File: config.mk
export PLATFORM = sky130hd
export DESIGN_NAME = sid_bus_master
export DESIGN_NICKNAME = d
export VERILOG_FILES = /design/src/rtl/sid_bus_master.sv
export SDC_FILE = /design/constraint.sdc
export NUM_CORES = 1
export LEC_CHECK = 0
export CELL_PAD_IN_SITES_DETAIL_PLACEMENT = 1
export CELL_PAD_IN_SITES_GLOBAL_PLACEMENT = 2
export CORE_MARGIN = 10
export CORE_UTILIZATION = 30
export CTS_BUF_LIST = sky130_fd_sc_hd__clkbuf_2 sky130_fd_sc_hd__clkbuf_4 sky130_fd_sc_hd__clkbuf_8
export CTS_CLUSTER_DIAMETER = 200
export DETAILED_ROUTE_END_ITERATION = 12
export PLACE_DENSITY_LB_ADDON = 0.1
export SYNTH_ARGS = -nofsm -noshare
export SYNTH_HDL_FRONTEND = slang
export SYNTH_SLANG_ARGS = --single-unit
export TNS_END_PERCENT = 30
File: constraint.sdc
create_clock -name clk -period 6.1 [get_ports clk]
set_clock_uncertainty 0.1 [all_clocks]
set_input_delay 0.915 -clock clk [delete_from_list [all_inputs] [get_ports clk]]
set_output_delay 0.915 -clock clk [all_outputs]
set_load 0.02 [all_outputs]
File: src/rtl/sid_bus_master.sv
// SID bus initiator: derives phi2 from clk, sequences res_n, and runs one register
// access per phi2 period from a one-entry request buffer. Optional macro: SID_BUS_MASTER_CS2_EN.
module sid_bus_master #(
  parameter int CLK_DIV    = 24,
  parameter int RES_CYCLES = 16
) (
  input  logic       clk,
  input  logic       rst,
  // Request handshake: a request transfers on any clk where req_valid & req_ready;
  // req_we/req_addr/req_data (and req_cs) must be stable while req_valid is high.
  input  logic       req_valid,
  output logic       req_ready,
  input  logic       req_we,
  input  logic [4:0] req_addr,
  input  logic [7:0] req_data,
`ifdef SID_BUS_MASTER_CS2_EN
  input  logic       req_cs,
  output logic [1:0] cs_n_o,
`else
  output logic       cs_n_o,
`endif
  output logic       rsp_valid,
  output logic [7:0] rsp_data,
  input  logic       reset_req,
  output logic       phi2_o,
  output logic       res_n_o,
  output logic       r_w_n_o,
  output logic [4:0] addr_o,
  output logic [7:0] data_o,
  output logic       data_oe,
  input  logic [7:0] data_i,
  output logic [1:0] dbg_state_o
);
  localparam int CW = $clog2(CLK_DIV);
  localparam int HW = $clog2(RES_CYCLES + 1);
  localparam logic [CW-1:0] CNT_LAST  = CW'(CLK_DIV - 1);
  localparam logic [CW-1:0] CNT_HALF  = CW'(CLK_DIV / 2);
  localparam logic [HW-1:0] HOLD_INIT = HW'(RES_CYCLES);
`ifdef SID_BUS_MASTER_CS2_EN
  localparam int CSW = 2;
`else
  localparam int CSW = 1;
`endif

  typedef enum logic [1:0] {S_HOLD = 2'd0, S_IDLE = 2'd1, S_ACCESS = 2'd2} state_t;

  state_t         state_q, state_d;
  logic [CW-1:0]  cnt_q, cnt_d;
  logic [HW-1:0]  hold_q, hold_d;
  logic           phi2_q, phi2_d, res_n_q, res_n_d, rst_req_q, rst_req_d;
  logic           pending_q, pending_d, pend_we_q, pend_we_d, pend_cs_q, pend_cs_d;
  logic [4:0]     pend_addr_q, pend_addr_d, addr_q, addr_d;
  logic [7:0]     pend_data_q, pend_data_d, data_q, data_d, rsp_data_q, rsp_data_d;
  logic [CSW-1:0] cs_n_q, cs_n_d;
  logic           r_w_n_q, r_w_n_d, data_oe_q, data_oe_d, rsp_valid_q, rsp_valid_d;
  logic           last, accept, run, req_cs_i;

`ifdef SID_BUS_MASTER_CS2_EN
  assign req_cs_i = req_cs;
`else
  assign req_cs_i = 1'b0;
`endif

  always_comb begin
    last        = (cnt_q == CNT_LAST);
    req_ready   = (state_q != S_HOLD) & (~pending_q | ((state_q == S_ACCESS) & last));
    accept      = req_valid & req_ready;
    cnt_d       = last ? '0 : cnt_q + CW'(1);
    phi2_d      = (cnt_d >= CNT_HALF);
    state_d     = state_q;
    hold_d      = hold_q;
    res_n_d     = res_n_q;
    rst_req_d   = rst_req_q | reset_req;
    pending_d   = pending_q;
    pend_we_d   = pend_we_q;
    pend_cs_d   = pend_cs_q;
    pend_addr_d = pend_addr_q;
    pend_data_d = pend_data_q;
    cs_n_d      = cs_n_q;
    r_w_n_d     = r_w_n_q;
    addr_d      = addr_q;
    data_d      = data_q;
    data_oe_d   = (state_q == S_ACCESS) & ~r_w_n_q & phi2_d;
    rsp_valid_d = 1'b0;
    rsp_data_d  = rsp_data_q;
    run         = 1'b0;

    if (accept) begin
      pending_d   = 1'b1;
      pend_we_d   = req_we;
      pend_cs_d   = req_cs_i;
      pend_addr_d = req_addr;
      pend_data_d = req_data;
    end

    // Every phi2 boundary decision is made on the last clk so the bus changes with cnt = 0.
    if (last) begin
      cs_n_d    = '1;
      r_w_n_d   = 1'b1;
      data_oe_d = 1'b0;
      if (state_q == S_ACCESS) begin
        pending_d = accept;
        if (r_w_n_q) begin
          rsp_valid_d = 1'b1;
          rsp_data_d  = data_i;
        end
      end
      if (rst_req_q) begin
        state_d   = S_HOLD;
        hold_d    = HOLD_INIT;
        res_n_d   = 1'b0;
        rst_req_d = reset_req;
      end else if (state_q == S_HOLD) begin
        hold_d = hold_q - HW'(1);
        run    = (hold_d == '0);
      end else begin
        run = 1'b1;
      end
      if (run) begin
        state_d = S_IDLE;
        res_n_d = 1'b1;
        if (pending_d) begin
          state_d = S_ACCESS;
          cs_n_d  = ~(CSW'(1) << pend_cs_d);
          r_w_n_d = ~pend_we_d;
          addr_d  = pend_addr_d;
          data_d  = pend_data_d;
        end
      end
    end
  end

  always_ff @(posedge clk or posedge rst) begin
    if (rst) begin
      state_q     <= S_HOLD;
      cnt_q       <= '0;
      hold_q      <= HOLD_INIT;
      phi2_q      <= 1'b0;
      res_n_q     <= 1'b0;
      rst_req_q   <= 1'b0;
      pending_q   <= 1'b0;
      pend_we_q   <= 1'b0;
      pend_cs_q   <= 1'b0;
      pend_addr_q <= '0;
      pend_data_q <= '0;
      cs_n_q      <= '1;
      r_w_n_q     <= 1'b1;
      addr_q      <= '0;
      data_q      <= '0;
      data_oe_q   <= 1'b0;
      rsp_valid_q <= 1'b0;
      rsp_data_q  <= '0;
    end else begin
      state_q     <= state_d;
      cnt_q       <= cnt_d;
      hold_q      <= hold_d;
      phi2_q      <= phi2_d;
      res_n_q     <= res_n_d;
      rst_req_q   <= rst_req_d;
      pending_q   <= pending_d;
      pend_we_q   <= pend_we_d;
      pend_cs_q   <= pend_cs_d;
      pend_addr_q <= pend_addr_d;
      pend_data_q <= pend_data_d;
      cs_n_q      <= cs_n_d;
      r_w_n_q     <= r_w_n_d;
      addr_q      <= addr_d;
      data_q      <= data_d;
      data_oe_q   <= data_oe_d;
      rsp_valid_q <= rsp_valid_d;
      rsp_data_q  <= rsp_data_d;
    end
  end

  assign phi2_o      = phi2_q;
  assign res_n_o     = res_n_q;
  assign cs_n_o      = cs_n_q;
  assign r_w_n_o     = r_w_n_q;
  assign addr_o      = addr_q;
  assign data_o      = data_q;
  assign data_oe     = data_oe_q;
  assign rsp_valid   = rsp_valid_q;
  assign rsp_data    = rsp_data_q;
  assign dbg_state_o = state_q;
endmodule

==> results.cfg <==
[synthesis]
synth.largest_area_cell = dfrtp_1
ys.flop_type = dfrtp_1
synthCells = 164
synth_top_family_by_area = multiplexers
syn_area_per_cell_sq_um = 14.00
synth_common_cells = 53 x dfrtp_1, 14 x mux2_1, 14 x mux2_2, 14 x nand2_1
syn-cell-area_sq_um = 2296
synth_xor_xnor_area_share_pct = 0.7629
yosys_warnings = 0
synthesis.nets = 194
synth.most_common_cell = dfrtp_1
synth_seq_cells = 56
synth.distinct_cells = 33
synth-edff-count = 0
synth-compound-area-share_pct = 7.302
synthDominantCellAreaShare_pct = 57.77
synth.top_cells.by_area = dfrtp_1 58%, mux2_1 6.9%, mux2_2 6.9%
synthMuxAreaShare_pct = 18.31
async_reset_ff_share_pct = 100.0
synth_fa_ha_area_share_pct = 2.180
synthSimpleGateAreaFrac_pct = 8.774
synth.yosys.seq_area_share_pct = 61.20

[clock_tree]
clock-root-buffer = clkbuf_8
htreeDepth = 2
cts_resized = 0
cts_setup_buffers = 0
max-clock-path-buffers = 2
clk_pin_slew_ps = 100
insertion_delay_ps = 300
cts.sinks = 56
ctsHoldBuffers = 0
cts_tree = yes
cts_buffers = 5

[die]
start_util_pct = 31.32
die_area_sq_um = 11550
core_sq_um = 7331
dieHeight_microns = 107.5
io_pins = 56
die_w_microns = 107.5
rows = 31

[min_path]
hold_depth = 1
worstHoldPathType = register to register
worstHoldStart = pend_data_q[3]
min_to = pend_data_q[3]

[timing]
tns_ps = 0
min_period_ps = 3184
setup_viol = 0
setup_ws_ps = 2916
max_freq_mhz = 314.1
rsz0062_at_grt = false
drv_slew = 0
period_share_pct = 52.19
max_slew_margin_pct = 23.35
worstMarginPinSlew_ps = 1148
hold_viol_final = 0

[place]
globalplace.congestion = 0.7541
dpl_cell_area_sq_um = 2952
pre_cts_ws_ps = 3127
place_hpwl_microns = 4115
portBuffers = 55

[setup_path]
required_ps = 5080
reg2reg_to = data_o[4]
r2r_setup_slack_ps = 3700
crit_path_max_fanout = 10
crit_arrival_ps = 2170
worstSetupPathType = register to primary output
end_kind = primary output
crit_path_start_kind = register
r2r_start = hold_q[2]
worstRegToRegCells = 5

[drt]
drc = 0
dr_total_vias = 1460
antenna_left = 0
vias_per_cell = 4.506
drt_first_pass_iters = 4
wl_microns = 5401
wl_per_cell_microns = 16.67
drt_iter0_drc = 35

[global_routing]
track_usage_pct = 9.751
grt.overflow.total = 0
antenna_found_initial = 0
grt_pass1_wl_microns = 9052
grt_max_degree = 57
grt_pass1_vias = 1758

[power_and_ir_drop]
p_total_w = 0.0006593
p_leak_nw = 1.439
vdd_drop_max_v = 0.00009768
power.density_nw_per_um2 = 215.0

[final_layout]
syn_to_final_growth_pct = 33.57
drive_gt1_share_pct = 16.44
num_antenna_cells = 0
final_cell_area_sq_um = 3067
nets = 254

[flow_run]
max-cap-violations = 0

[run_status]
status = completed
==> critical path, cell delays in order, from the launching register on <==
cell and delay, ps:
dfrtp_1 410, ha_1 300, nand4b_4 230, o22ai_4 260, clkdlybuf4s50_1 660
==> metal layers <==
metal  global-route usage [%]  up-vias  share of wire (%)
met5                        0        -                  0
met2                    18.30       29                 55
met1                    9.777      737                 38
met3                    3.653        4                6.0
met4                    2.672        0               0.74
li1                         -      690                  -
==> report_power, final <==
part           switching [W]  internal (W)  total (W)
Combinational      0.0000151     0.0000201  0.0000352
Clock               0.000119      0.000129   0.000248
Sequential        0.00000197      0.000374   0.000376
==> worst max path at each step <==
stage	endpoint	cells after the start	startpoint
after floorplan	addr_o[0]	1	rst
after global placement	data_o[3]	6	req_valid
after detailed placement	data_o[4]	6	req_valid
after CTS	req_ready	4	cnt_q[0]
after global routing	req_ready	4	cnt_q[0]
final	req_ready	4	cnt_q[0]
==> kinds of logic after synthesis <==
logic type | Yosys count
simple gates | 35
mux | 35
buf+inv | 6
compound gates | 26
flops | 56
xor+xnor | 2
fa+ha+maj | 4
==> sequential cells by signal (all words and copies together), names as in the netlist, 2 cells and up <==
name / cells
rsp_data: 8
data_o: 8
pend_addr_q: 5
pend_data_q: 8
cnt_q: 5
addr_o: 5
dbg_state_o: 2
hold_q: 5
==> final cells by class <==
class	instances	area [sq um]
Fill cell	760	4264
Sequential cell	56	1405
Multi-Input combinational cell	102	857.1
Timing Repair Buffer	55	550.5
Tap cell	99	123.9
Clock buffer	6	76.32
Clock inverter	2	38.79
Inverter	4	15.01
==> layout by cell type (no fill, tap or decap), types with 2 or more instances in the layout <==
cell type,Yosys,routed
clkdlybuf4s50_1,0,55
dfrtp_1,53,53
mux2_2,14,14
nand2_1,14,14
mux2_1,14,14
o21ai_1,7,7
mux2_4,7,7
o21ai_0,6,6
nand2b_1,5,5
nor2_1,5,5
a21oi_1,5,5
clkbuf_8,0,5
ha_1,4,4
inv_1,4,3
a21o_1,3,3
dfstp_2,3,3
xor2_1,2,2
==> stage by stage <==
stage | cells | hold WS [ps] | util (%)
final | 324 | 400.9 | 41.83
after floorplan | 164 | 347.3 | -
after global placement | 316 | 359.5 | 40.26
after CTS | 324 | 406.3 | 41.83
after global routing | 324 | 424.4 | 41.83
after detailed placement | 316 | 383.2 | 40.26
No activity file was read; power rests on OpenSTA's default activity.
